File: src/rtl/uart_ctrl_pkg.sv
`default_nettype none
// ============================================================================
// Module      : uart_ctrl_pkg
// Description : Shared UART control definitions. Holds the receiver/transmitter
//               state encoding, the default clock and baud constants, and a
//               helper for the per-bit clock count.
// Ports       : none (package)
// Revision    : 1.0 - initial release
// ============================================================================
package uart_ctrl_pkg;

   localparam int unsigned c_DEFAULT_CLK_FREQ = 100_000_000;
   localparam int unsigned c_DEFAULT_BAUD     = 115200;

   // Explicit 2-bit encoding so the state register width is fixed
   typedef enum logic [1:0] {
      ST_IDLE  = 2'd0,
      ST_START = 2'd1,
      ST_DATA  = 2'd2,
      ST_STOP  = 2'd3
   } uart_state_e;

   // Clocks per serial bit, integer-truncated
   function automatic int unsigned clks_per_bit(input int unsigned clk_freq,
                                                input int unsigned baud);
      return clk_freq / baud;
   endfunction

endpackage
`default_nettype wire

File: src/rtl/sync_fifo.sv
`default_nettype none
// ============================================================================
// Module      : sync_fifo
// Description : Single-clock register-based FIFO. Head is read combinationally
//               and forced to zero while empty. A push that finds the FIFO full
//               with no simultaneous pop is dropped and sets a sticky flag.
// Ports       : clk, rst        - clock, async active-high reset
//               push_i, wdata_i - write request and data
//               pop_i           - read request (ignored while empty)
//               rdata_o         - head entry, 0 when empty
//               empty_o         - FIFO holds no entries
//               overflow_o      - sticky, a push was dropped
// Revision    : 1.0 - initial release
// ============================================================================
module sync_fifo #(
   parameter int unsigned WIDTH = 8,
   parameter int unsigned DEPTH = 16
) (
   input  logic             clk,
   input  logic             rst,
   input  logic             push_i,
   input  logic             pop_i,
   input  logic [WIDTH-1:0] wdata_i,
   output logic [WIDTH-1:0] rdata_o,
   output logic             empty_o,
   output logic             overflow_o
);

   localparam int unsigned AW = $clog2(DEPTH);

   logic [WIDTH-1:0] mem_q [DEPTH];
   logic [AW-1:0]    wr_ptr_q;
   logic [AW-1:0]    rd_ptr_q;
   logic [AW:0]      count_q;
   logic             overflow_q;

   logic w_full;
   logic w_empty;
   logic w_pop;
   logic w_push;
   logic w_drop;

   assign w_full  = (count_q == (AW + 1)'(DEPTH));
   assign w_empty = (count_q == '0);
   assign w_pop   = pop_i && !w_empty;
   // A pop in the same cycle frees the slot, so a full FIFO can still accept
   assign w_push  = push_i && (!w_full || w_pop);
   assign w_drop  = push_i && w_full && !w_pop;

   always_ff @(posedge clk or posedge rst) begin
      if (rst) begin
         wr_ptr_q   <= '0;
         rd_ptr_q   <= '0;
         count_q    <= '0;
         overflow_q <= 1'b0;
      end else begin
         if (w_push) begin
            wr_ptr_q <= wr_ptr_q + AW'(1);
         end
         if (w_pop) begin
            rd_ptr_q <= rd_ptr_q + AW'(1);
         end
         if (w_push && !w_pop) begin
            count_q <= count_q + (AW + 1)'(1);
         end else if (w_pop && !w_push) begin
            count_q <= count_q - (AW + 1)'(1);
         end
         if (w_drop) begin
            overflow_q <= 1'b1;
         end
      end
   end

   // Storage needs no reset: every read is gated by the empty flag
   always_ff @(posedge clk) begin
      if (w_push) begin
         mem_q[wr_ptr_q] <= wdata_i;
      end
   end

   assign rdata_o    = w_empty ? '0 : mem_q[rd_ptr_q];
   assign empty_o    = w_empty;
   assign overflow_o = overflow_q;

endmodule
`default_nettype wire

File: src/rtl/uart_rx_fifo.sv
`default_nettype none
// ============================================================================
// Module      : uart_rx_fifo
// Description : 8N1 UART receiver with a receive FIFO. The serial line is
//               double-synchronised, the start bit is re-checked at mid-bit,
//               data bits are sampled once per bit period, and bytes with a
//               valid stop bit are pushed into the FIFO.
// Ports       : clk, rst   - clock, async active-high reset
//               rx         - asynchronous serial input, idle high
//               r_enable   - one-cycle pop request from the consumer
//               r_ready    - FIFO non-empty
//               r_data     - FIFO head byte, 0 when empty
//               overflow   - sticky, a received byte was dropped
//               frame_err  - one-cycle pulse, stop bit sampled low
// Revision    : 1.0 - initial release
// ============================================================================
module uart_rx_fifo
   import uart_ctrl_pkg::*;
#(
   parameter int unsigned CLK_FREQ   = c_DEFAULT_CLK_FREQ,
   parameter int unsigned BAUD       = c_DEFAULT_BAUD,
   parameter int unsigned FIFO_DEPTH = 16
) (
   input  logic       clk,
   input  logic       rst,
   input  logic       rx,
   input  logic       r_enable,
   output logic       r_ready,
   output logic [7:0] r_data,
   output logic       overflow,
   output logic       frame_err
);

   localparam int unsigned CLKS_PER_BIT = clks_per_bit(CLK_FREQ, BAUD);
   localparam int unsigned HALF         = CLKS_PER_BIT / 2;
   localparam int unsigned CW           = (CLKS_PER_BIT > 1) ? $clog2(CLKS_PER_BIT) : 1;
   localparam logic [CW-1:0] c_CNT_LAST = CW'(CLKS_PER_BIT - 1);
   localparam logic [CW-1:0] c_CNT_HALF = CW'((HALF > 0) ? HALF - 1 : 0);

   // Synchroniser flops reset to the idle line level
   logic rx_meta_q;
   logic rx_s_q;

   uart_state_e state_q;
   uart_state_e state_d;
   logic [CW-1:0] cnt_q;
   logic [CW-1:0] cnt_d;
   logic [2:0]    idx_q;
   logic [2:0]    idx_d;
   logic [7:0]    shift_q;
   logic [7:0]    shift_d;

   logic w_push;
   logic w_frame_err;
   logic w_empty;

   always_ff @(posedge clk or posedge rst) begin
      if (rst) begin
         rx_meta_q <= 1'b1;
         rx_s_q    <= 1'b1;
      end else begin
         rx_meta_q <= rx;
         rx_s_q    <= rx_meta_q;
      end
   end

   // State register together with the bit counter, index and shifter
   always_ff @(posedge clk or posedge rst) begin
      if (rst) begin
         state_q <= ST_IDLE;
         cnt_q   <= '0;
         idx_q   <= '0;
         shift_q <= '0;
      end else begin
         state_q <= state_d;
         cnt_q   <= cnt_d;
         idx_q   <= idx_d;
         shift_q <= shift_d;
      end
   end

   // Next-state logic
   always_comb begin
      state_d = state_q;
      cnt_d   = cnt_q;
      idx_d   = idx_q;
      shift_d = shift_q;
      case (state_q)
         ST_IDLE: begin
            cnt_d = '0;
            if (!rx_s_q) begin
               state_d = ST_START;
            end
         end
         ST_START: begin
            if (cnt_q == c_CNT_HALF) begin
               cnt_d = '0;
               idx_d = '0;
               // Line back high at mid start bit: treat as a glitch
               state_d = rx_s_q ? ST_IDLE : ST_DATA;
            end else begin
               cnt_d = cnt_q + CW'(1);
            end
         end
         ST_DATA: begin
            if (cnt_q == c_CNT_LAST) begin
               cnt_d   = '0;
               // LSB arrives first, so shift in from the top
               shift_d = {rx_s_q, shift_q[7:1]};
               if (idx_q == 3'd7) begin
                  state_d = ST_STOP;
               end else begin
                  idx_d = idx_q + 3'd1;
               end
            end else begin
               cnt_d = cnt_q + CW'(1);
            end
         end
         ST_STOP: begin
            if (cnt_q == c_CNT_LAST) begin
               cnt_d   = '0;
               state_d = ST_IDLE;
            end else begin
               cnt_d = cnt_q + CW'(1);
            end
         end
         default: begin
            state_d = ST_IDLE;
            cnt_d   = '0;
         end
      endcase
   end

   // Outputs decoded at the stop-bit sample point
   always_comb begin
      w_push      = 1'b0;
      w_frame_err = 1'b0;
      if ((state_q == ST_STOP) && (cnt_q == c_CNT_LAST)) begin
         w_push      = rx_s_q;
         w_frame_err = !rx_s_q;
      end
   end

   sync_fifo #(
      .WIDTH (8),
      .DEPTH (FIFO_DEPTH)
   ) u_fifo (
      .clk        (clk),
      .rst        (rst),
      .push_i     (w_push),
      .pop_i      (r_enable),
      .wdata_i    (shift_q),
      .rdata_o    (r_data),
      .empty_o    (w_empty),
      .overflow_o (overflow)
   );

   assign r_ready   = !w_empty;
   assign frame_err = w_frame_err;

endmodule
`default_nettype wire
File: config.mk
export PLATFORM = sky130hd
export DESIGN_NAME = uart_rx_fifo
export DESIGN_NICKNAME = d
export VERILOG_FILES = /design/src/rtl/uart_ctrl_pkg.sv /design/src/rtl/sync_fifo.sv /design/src/rtl/uart_rx_fifo.sv
export SDC_FILE = /design/constraint.sdc
export NUM_CORES = 1
export LEC_CHECK = 0
export CAP_MARGIN = 30
export CORE_AREA = 2 2 117 119
export DETAILED_ROUTE_END_ITERATION = 8
export DIE_AREA = 0 0 119 121
export PLACE_DENSITY = 0.78
export SETUP_SLACK_MARGIN = 0.5
export SYNTH_ARGS = -nofsm -noshare
export SYNTH_HDL_FRONTEND = slang
export SYNTH_SLANG_ARGS = --single-unit
export TNS_END_PERCENT = 20
File: constraint.sdc
create_clock -name clk -period 3.09 [get_ports clk]
set_input_delay 0.4635 -clock clk [delete_from_list [all_inputs] [get_ports clk]]
set_output_delay 0.4635 -clock clk [all_outputs]
set_load 0.005 [all_outputs]
---- Yosys cells after proc, flatten, opt, wreduce, memory -nomap -nowiden ----
Memories as Yosys holds them, arrays and structs flattened.
Index checks and enable logic that the tools add are counted.
Widths: inputs -> output; s select.
storage, ports and cells
  memories ................................ 1
  register bits ........................... 39
  logic and storage cells ................. 72
  RAM bits ................................ 128
  output and inout bits ................... 11
memory list
  name          words  bits a word  rd ports  clocked after Yosys merged registers in  write ports  RTL line         source
  u_fifo.mem_q  16     8            1         0                                        1            sync_fifo.sv:31  logic [WIDTH-1:0] mem_q [DEPTH];
cells by class
  add/subtract/negate cells ............... 6
  muxes and demuxes ....................... 21
  reduce and logical (&&, ||, !) cells .... 21
  eq/ne operators ......................... 13
operators by type and width
  kind                   number
  $pmux 10 s3            1
  $mux 10                2
  $mux 2                 6
  $ne 2x2->1 const B     6
  $add 10x1->10 const B  1
  $eq 10x10->1 const B   1
  $eq 10x9->1 const B    1
  $mux 5                 2
  $mux 3                 3
  $add 4x1->4 const B    2
  $mux 8                 1
  $pmux 2 s4             1
  $logic_and 1x1->1      7
  $pmux 3 s2             1
  $add 5x1->5 const B    1
  $eq 5x5->1 const B     1
  $logic_not 1->1        5
  $logic_not 5->1        1
  $reduce_and 5->1       1
  $sub 5x1->5 const B    1
  $eq 2x2->1 const B     2
  $mux 1                 4
  $reduce_and 4->1       1
  $reduce_bool 2->1      2
  other kinds (7)        7

---- Longest topological paths before layout ----
Gate-level depths: netlist of run 1.
  word-level depth ........................ 9
  mapped depth ............................ 13
  gate-level depth less buffers ........... 12

---- By module ----
Synthesis of run 1 repeated with hierarchy kept, for this count alone.
second synthesis, totals
  cells, all modules ...................... 406
  area total of the unflattened synthesis .. 7081.8 sq um
by module, submodules not included
  module        area each (sq um)  cells an instance  instances  sequential area each (sq um)
  sync_fifo     5868.1             303                1          4194.0
  uart_rx_fifo  1213.7             103                1          628.1

---- Worst setup path after synthesis of run 1 ----
No wires, ideal clock.
  path kind ............................... register -> register
  start ................................... register cnt_q[3]
  end ..................................... register u_fifo.count_q[4]
  library setup time ...................... 0.136 ns
  arrival time ............................ 3.044 ns
  clock period less this slack ............ 3.181 ns
  path slack .............................. -0.091 ns
  stages on the path, launching flop included .. 13
  cell sequence ........................... dfrtp_1 buf_6 or3b_4 nor4_4 nand3_4 buf_6 inv_1 ha_1 inv_1 fa_1 a21o_1 a2111oi_0 o31ai_1
on the way
  cells in the longest elaborated chain, start to end .. 7
  elaborated cells between the ends (all ways) .. 9
  classes of those cells .................. 1 x eq/ne; 2 x mux; 6 x reduce/logical
RTL lines
  item                         RTL line             source
  start: declaration           uart_rx_fifo.sv:46   logic [CW-1:0] cnt_q;
  start signal: assignment     uart_rx_fifo.sv:76   cnt_q <= cnt_d;
  $eq 10x10->1 *               uart_rx_fifo.sv:138  if ((state_q == ST_STOP) && (cnt_q == c_CNT_LAST)) begin
  $logic_and 1x1->1 *          uart_rx_fifo.sv:138
  $mux 1 *                     uart_rx_fifo.sv:138
  $logic_and 1x1->1 *          sync_fifo.sv:47      assign w_push = push_i && (!w_full || w_pop);
  via u_fifo.w_push            sync_fifo.sv:40      logic w_push;
  $logic_not 1->1              sync_fifo.sv:65      end else if (w_pop && !w_push) begin
  $logic_and 1x1->1            sync_fifo.sv:65
  $reduce_bool 2->1 (no line)  -
  end signal: assignment       sync_fifo.sv:64      count_q <= count_q + (AW + 1)'(1);
  end signal: assignment       sync_fifo.sv:66      count_q <= count_q - (AW + 1)'(1);
  end: declaration             sync_fifo.sv:34      logic [AW:0] count_q;
The timed path passes the listed nets; every way through them passes the cells marked *.
A chain may end at the register's enable or synchronous reset.

---- Worst setup path in the final report of run 1 ----
  start ................................... register u_fifo.rd_ptr_q[1]
  end ..................................... output port r_data[0]
on the way
  cells in the longest elaborated chain, start to end .. 2
RTL lines
  item                      RTL line            source
  start: declaration        sync_fifo.sv:33     logic [AW-1:0] rd_ptr_q;
  start signal: assignment  sync_fifo.sv:61     rd_ptr_q <= rd_ptr_q + AW'(1);
  $mem_v2 16x8              -
  $mux 8                    sync_fifo.sv:81     assign rdata_o = w_empty ? '0 : mem_q[rd_ptr_q];
  end: declaration          uart_rx_fifo.sv:29  output logic [7:0] r_data,
Every way passes these cells.

==> summary.txt, run 1 <==
CTS
  – CTS buffer count: 17
  – Clock tree buffer depth: 2
  – Htree depth: 4
  – CTS tree: done
  – Root buffer cell: clkbuf_16
  – Worst skew pair latency: 430 ps
  – Worst-path clk slew: 60 ps
  – Sink Count: 167

Floorplanning
  – DIE AREA: 0.0144 mm^2
  – Die W: 119 um
  – IO Pins: 15
  – Die H: 121 um
  – Site row count: 42
  – Core Box Area: 0.0131 mm^2
  – Initial Util: 0.541

Synth
  – Syn_nets: 434
  – Synth Area in Simple Gates: 0.0705
  – Synthesized area per cell: 17.0 um^2
  – Synth Area in Adders: 0.0258
  – Register area share after synthesis: 0.681
  – Count of cell types in the netlist: 46
  – Async S/R FF share, synth: 0.234
  – Post-synthesis mux area share: 0.148
  – Xor and xnor area share after synthesis: 0.0223
  – Post-synth EDFFs: 128
  – Top-count cell post-synth: edfxtp_1
  – Largest family of logic cells by synthesized area: multiplexers
  – Cells after synthesis: 416
  – Mapped Area: 0.00708 mm^2
  – Most common library cells after synthesis: edfxtp_1 (128), dfrtp_1 (37), mux4_2 (32)
  – Dominant synthesized flop cell: edfxtp_1
  – YS warnings: 0
  – Synth Area in Compound Gates: 0.0316
  – Synth area leader: edfxtp_1
  – Post-synth top area share: 0.543
  – Yosys reg bits: 167
  – Ranking of synthesized cells by area: edfxtp_1 (54%), dfrtp_1 (13%), mux4_2 (10%)

Route
  – Initial drt markers: 412
  – Total iterations of the first detailed-routing run: 5
  – Residual DRC: 0
  – Detail Route Antenna Nets: 0
  – DR WL/cell: 20.9 um
  – Vias: 3861
  – Wire length after detailed routing: 13700 um
  – Vias/cell: 5.86

STA
  – Worst slew margin: 0.550
  – Setup WS post-layout: 259 ps
  – Period Utilization, post-route: 0.916
  – Hold Vio Cnt, Final: 0
  – Final setup viols: 0
  – Setup_tns: 0 ps
  – RSZ-0062 raised after global routing: true
  – Pins over their slew limit: 0
  – Clk_skew: 9.45 ps
  – Minimum clock period: 2830 ps
  – Least-Margin Pin Slew: 675 ps
  – FMAX: 353 MHz

Place
  – I/O Buffers: 14
  – Post-DP HPWL: 8390 um
  – Routability Congestion: 0.840
  – Post-place setup slack: 292 ps

Critical path
  – Worst path required time: 2630 ps
  – CP Max Fanout: 6
  – R2r startpoint: cnt_q[0]$_DFF_PP0_
  – Worst setup EP type: output port
  – Startpoint Class: register
  – Worst R2R End: u_fifo.count_q[4]$_DFFE_PP0P_
  – Crit path kind: reg2out
  – Worst path cell trace: buf_6, buf_12, buf_16, mux4_2, mux2_2, o21ai_2, a21oi_1, buf_2
  – CP peak stage delay: 520 ps
  – R2r setup slk: 330 ps
  – Critical path's slowest cell: mux4_2
  – R2R cell count: 13
  – Worst path arrival time: 2370 ps

Power and ir drop
  – Power share of the clock group: 0.459
  – Peak supply drop: 0.407 mV
  – Cell Pwr Density: 528 mW/mm^2
  – Sequential Power Share: 0.537
  – Sw Share: 0.182
  – Internal power: 3.65 mW
  – Leakage power: 3.32 nW
  – Switching power: 811 uW
  – Logic pwr share: 0.004
  – Total power draw: 4.46 mW

GRT
  – Global-route wire length before repair: 21800 um
  – GRT Util Overall: 0.209
  – Largest net degree at the start of global routing: 26
  – Vias in the first global route: 3862
  – Initial antenna violation count: 0
  – GRT overflow: 0

Cells and area
  – Layout fillers: 858
  – Multi-input combinational cell area: 0.00220 mm^2
  – Area growth, synth to finish: 19.1%
  – Register area: 0.00483 mm^2
  – Share of layout cells above drive strength 1: 0.329
  – ANT cells: 0
  – Final core utilization: 0.645
  – NumNets Final: 489

Outcome
  – Status: finished, final reports clean

Worst hold path
  – Worst min path class: reg2reg
  – Hold path depth: 0
  – Hold_sp: rx_meta_q$_DFF_PP1_
  – Worst Hold Endpoint: rx_s_q$_DFF_PP1_

Run
  – Max Cap Viol: 0
timing repair:
item	in CTS	in global routing
gates resized for setup	44	8
setup endpoints to repair	10	20
setup buffers	14	2
endpoints found under the hold margin	0	0
gates cloned	3	0
hold buffers	0	0
pin swaps	3	1
worst max-delay path: cells and delay by family (launching register included):
| kind | cells | cell delay [ps] |
|---|---|---|
| compound gates | 2 | 170 |
| buf+inv | 4 | 510 |
| flops | 1 | 440 |
| mux | 2 | 810 |
sequential cells by signal (all words and copies together) (netlist names), named ones only:
register,cells
u_fifo.overflow_o,1
u_fifo.count_q,5
u_fifo.wr_ptr_q,4
u_fifo.mem_q,128
state_q,1
rx_s_q,1
u_fifo.rd_ptr_q,4
cnt_q,10
shift_q,8
rx_meta_q,1
idx_q,3
power by group through the flow:
stage	combinational [mW]	sequential (mW)	clock (mW)
5_1_grt	0.0218	2.39	2.17
3_5_place_dp	0.0191	2.44	0
4_1_cts	0.0193	2.39	2.08
6_report	0.0181	2.39	2.04
3_3_place_gp	0.0181	2.44	0
2_1_floorplan	0.00950	2.44	0
layer usage:
layer / wire length, um / up-vias / GRT usage / part of all wire
li1: - / 1733 / - / -
met1: 5800 / 1977 / 0.288 / 0.42
met2: 6850 / 133 / 0.333 / 0.50
met3: 854 / 18 / 0.0456 / 0.062
met4: 241 / 0 / 0.0759 / 0.018
met5: 0 / - / 0 / 0
logic make-up (layout without fill, tap and decap cells):
group,count (synthesis),after routing
DFF,167,167
xor gates and xnor gates,18,18
muxes,62,62
buffers and inverters,34,101
and+or+nand+nor,84,84
AOI/OAI and AO/OA,37,37
adders and majority gates,14,14
cell usage in the layout (no fill, tap or decap), drive strengths merged, types with 5 or more instances in the layout:
master / netlist / final
clkbuf: 11 / 19
clkdlybuf4s50: 0 / 5
inv: 12 / 12
mux4: 32 / 32
nor2: 18 / 18
dfrtp: 37 / 37
nor3: 12 / 12
nand3: 9 / 9
ha: 13 / 13
xnor2: 13 / 13
nand4: 6 / 6
mux2i: 11 / 11
a21oi: 12 / 12
mux2: 19 / 19
clkinv: 0 / 7
nand2: 16 / 16
xor2: 5 / 5
edfxtp: 128 / 128
o21ai: 15 / 15
buf: 11 / 51
how the worst max path moves through the flow:
stage	endpoint	startpoint	slack [ps]	cells after the start
3_3_place_gp	u_fifo.count_q[4]$_DFFE_PP0P_	r_enable	370	11
2_1_floorplan	u_fifo.count_q[4]$_DFFE_PP0P_	cnt_q[3]$_DFF_PP0_	230	13
6_report	r_data[0]	u_fifo.rd_ptr_q[1]$_DFFE_PP0N_	260	8
3_5_place_dp	u_fifo.count_q[4]$_DFFE_PP0P_	r_enable	290	11
5_1_grt	u_fifo.count_q[4]$_DFFE_PP0P_	cnt_q[0]$_DFF_PP0_	190	13
4_1_cts	r_data[0]	u_fifo.rd_ptr_q[1]$_DFFE_PP0N_	280	8
stage by stage:
| stage | cells | area (um^2) | hold slack [ps] |
|---|---|---|---|
| final | 659 | 8440 | 361 |
| after global routing | 659 | 8440 | 361 |
| after CTS | 657 | 8390 | 361 |
| after detailed placement | 609 | 7610 | 352 |
| after global placement | 609 | 7610 | 353 |
| after floorplan | 416 | 7130 | 345 |
cell type report:
| type | count | area share |
|---|---|---|
| clock buffer | 19 | 0.0513 |
| clock inverter | 12 | 0.0160 |
| inverter | 12 | 0.00593 |
| multi-input combinational | 215 | 0.261 |
| sequential | 167 | 0.572 |
| tap | 176 | 0.0261 |
| timing repair buffer | 58 | 0.0673 |
Power figures use the tool's default switching activity.
==> run 2: changes to the inputs <==
--- a/config.mk
+++ b/config.mk
@@ -9,7 +9,7 @@
 export CORE_AREA = 2 2 117 119
 export DETAILED_ROUTE_END_ITERATION = 8
 export DIE_AREA = 0 0 119 121
-export PLACE_DENSITY = 0.78
+export PLACE_DENSITY_LB_ADDON = 0.1
 export SETUP_SLACK_MARGIN = 0.5
 export SYNTH_ARGS = -nofsm -noshare
 export SYNTH_HDL_FRONTEND = slang
==> run 2 against run 1 <==
Against the previous run:
- sequential cell count unchanged
- global-route usage decreased by 0.21 points
- first-iteration DRC count decreased by 12%
- critical path depth decreased by 1
- critical path type unchanged
- fmax increased by 2.3%
- cell count increased by 0.61%
- sequential power about the same
- largest cell class unchanged
- via count decreased by 2.5%
- routed wire length increased by 0.30%
- die area unchanged
==> summary.txt, run 2 (same netlist as run 1, synthesis figures left out) <==
Worst hold path
  – Worst min path class: in2async

Run
  – Max Cap Viol: 0 (unchanged)

Place
  – Post-DP HPWL: 8170 um (-2.6%)
  – Placed insts: 607 (-0.33%)
  – I/O Buffers: 14 (unchanged)
  – Routability Congestion: 0.777 (-7.5%)

Cells and area
  – Commonest non-fill, non-tap cell in the layout: edfxtp_1
  – Non-Filler Instances: 663 (+0.61%)
  – ANT cells: 0 (unchanged)
  – Commonest cells after routing, fill and taps aside: edfxtp_1 (128), buf_4 (37), mux4_2 (32), dfrtp_1 (32), clkbuf_16 (18)
  – Share of layout cells above drive strength 1: 0.347 (+0.0178)
  – NumNets Final: 492 (+0.61%)
  – Max reg flops: 128 (unchanged)
  – Largest registers: u_fifo.mem_q x128, cnt_q x10, shift_q x8
  – Area growth, synth to finish: 19.8%
  – Largest Register: u_fifo.mem_q

Route
  – Initial drt markers: 363 (-12%)
  – Vias: 3766 (-2.5%)
  – Detail Route Antenna Nets: 0 (unchanged)
  – M1 WL: 5960 um (+2.8%)
  – DR WL/cell: 20.8 um (-0.31%)
  – Wire length after detailed routing: 13800 um (+0.30%)
  – Total iterations of the first detailed-routing run: 5 (unchanged)
  – Residual DRC: 0 (unchanged)
  – Vias/cell: 5.68 (-3.0%)
  – Top layer in use: met4
  – DR WL met3: 781 um (-8.5%)
  – Met2 wire length: 6850 um (about the same)

Critical path
  – Worst R2R End: u_fifo.count_q[4]$_DFFE_PP0P_
  – R2R cell count: 13 (unchanged)
  – Crit path kind: reg2out
  – R2r startpoint: cnt_q[1]$_DFF_PP0_
  – Worst path required time: 2630 ps (about the same)
  – R2r setup slk: 380 ps (+50 ps)
  – Startpoint Class: register
  – Critical path's slowest cell: mux4_2
  – Worst setup EP type: output port
  – CP peak stage delay: 480 ps (-40 ps)
  – Setup crit start: u_fifo.rd_ptr_q[1]$_DFFE_PP0N_
  – Worst path arrival time: 2300 ps (-70 ps)
  – Worst path cell trace: clkbuf_16, buf_8, mux4_2, mux2_4, o21ai_2, a21oi_2, buf_2
  – CP Max Fanout: 6 (unchanged)

GRT
  – GRT Util Overall: 0.207 (-0.00208)
  – Initial antenna violation count: 0 (unchanged)
  – Largest net degree at the start of global routing: 31 (+19%)
  – Vias in the first global route: 3854 (-0.21%)
  – GRT overflow: 0 (unchanged)
  – Global-route wire length before repair: 21600 um (-0.85%)

Power and ir drop
  – Leakage power: 3.33 nW (+0.24%)
  – Cell Pwr Density: 517 mW/mm^2 (-2.1%)
  – Peak supply drop: 0.289 mV (-29%)

CTS
  – Htree depth: 4 (unchanged)
  – Sink Count: 167 (unchanged)
  – CTS buffer count: 17 (unchanged)
  – CTS Hold Bufs: 0 (unchanged)
  – Worst skew pair latency: 420 ps (about the same)
  – CTS tree: done
  – Clock tree buffer depth: 2 (unchanged)
  – Worst-path clk slew: 60 ps (about the same)
  – Root buffer cell: clkbuf_16

STA
  – Least-Margin Pin Slew: 870 ps (+195 ps)
  – Final setup viols: 0 (unchanged)
  – Clk_skew: 6.60 ps (-2.85 ps)
  – Worst slew margin: 0.420 (-0.130)
  – RSZ-0062 raised after global routing: true
  – FMAX: 361 MHz (+2.3%)
  – Hold Vio Cnt, Final: 0 (unchanged)
  – Minimum clock period: 2770 ps (-64.6 ps)
  – Pins over their slew limit: 0 (unchanged)
  – Setup_tns: 0 ps (unchanged)
  – Period Utilization, post-route: 0.895 (-0.0209)

Floorplanning
  – Site row count: 42 (unchanged)
  – DIE AREA: 0.0144 mm^2 (unchanged)
  – Core Box Area: 0.0131 mm^2 (unchanged)
  – IO Pins: 15 (unchanged)
  – Die W: 119 um (unchanged)
  – Initial Util: 0.541 (unchanged)
  – Die H: 121 um (unchanged)

Outcome
  – Status: finished, final reports clean
## run 2: per-layer routing
layer,up-vias,GRT usage
met2,95,0.335
met1,1920,0.279
li1,1735,-
met5,-,0
met4,0,0.0789
met3,16,0.0437
## run 2: timing repair
item,CTS,global route
buffers inserted,16,5
pin swaps,2,3
gates resized for setup,38,30
endpoints found under the hold margin,0,0
gates cloned,3,0
setup endpoints to repair,11,22
## run 2: through the flow
stage / power (mW) / setup slack, ps / instance area, um^2 / util / hold slack [ps]
after floorplan: 2.45 / 229 / 7130 / - / 345
after global routing: 4.51 / 249 / 8490 / 0.648 / 358
after CTS: 4.42 / 233 / 8380 / 0.641 / 323
after global placement: 2.46 / 360 / 7620 / 0.583 / 348
final: 4.39 / 323 / 8490 / 0.648 / 320
after detailed placement: 2.46 / 290 / 7620 / 0.583 / 348
## run 2: layout make-up
cell class | instances | area, um^2
Timing Repair Buffer | 61 | 581
Sequential cell | 167 | 4830
Tap cell | 176 | 220
Clock inverter | 10 | 105
Clock buffer | 22 | 444
Multi-Input combinational cell | 215 | 2260
Fill cell | 936 | 4600
Inverter | 12 | 50.0
## run 2: worst max path at each step
stage,to,slack [ps],cells past startpoint
after global placement,u_fifo.count_q[4]$_DFFE_PP0P_,360,11
after floorplan,u_fifo.count_q[4]$_DFFE_PP0P_,230,13
after CTS,r_data[1],230,7
final,r_data[4],320,7
after global routing,r_data[4],250,7
after detailed placement,u_fifo.count_q[4]$_DFFE_PP0P_,290,11
## run 2: power by group
part	internal, mW	total, mW	switching [mW]	leakage [nW]
clock	1.18	1.98	0.797	0.261
combinational	0.00488	0.0173	0.0124	1.06
sequential	2.39	2.39	0.000701	2.00
total	3.58	4.39	0.810	3.33
## run 2: worst max-delay path, delay by kind of cell (launching register included)
| family | cells | cell delay [ps] |
|---|---|---|
| buf+inv | 3 | 460 |
| compound gates | 2 | 210 |
| mux | 2 | 780 |
| flops | 1 | 440 |
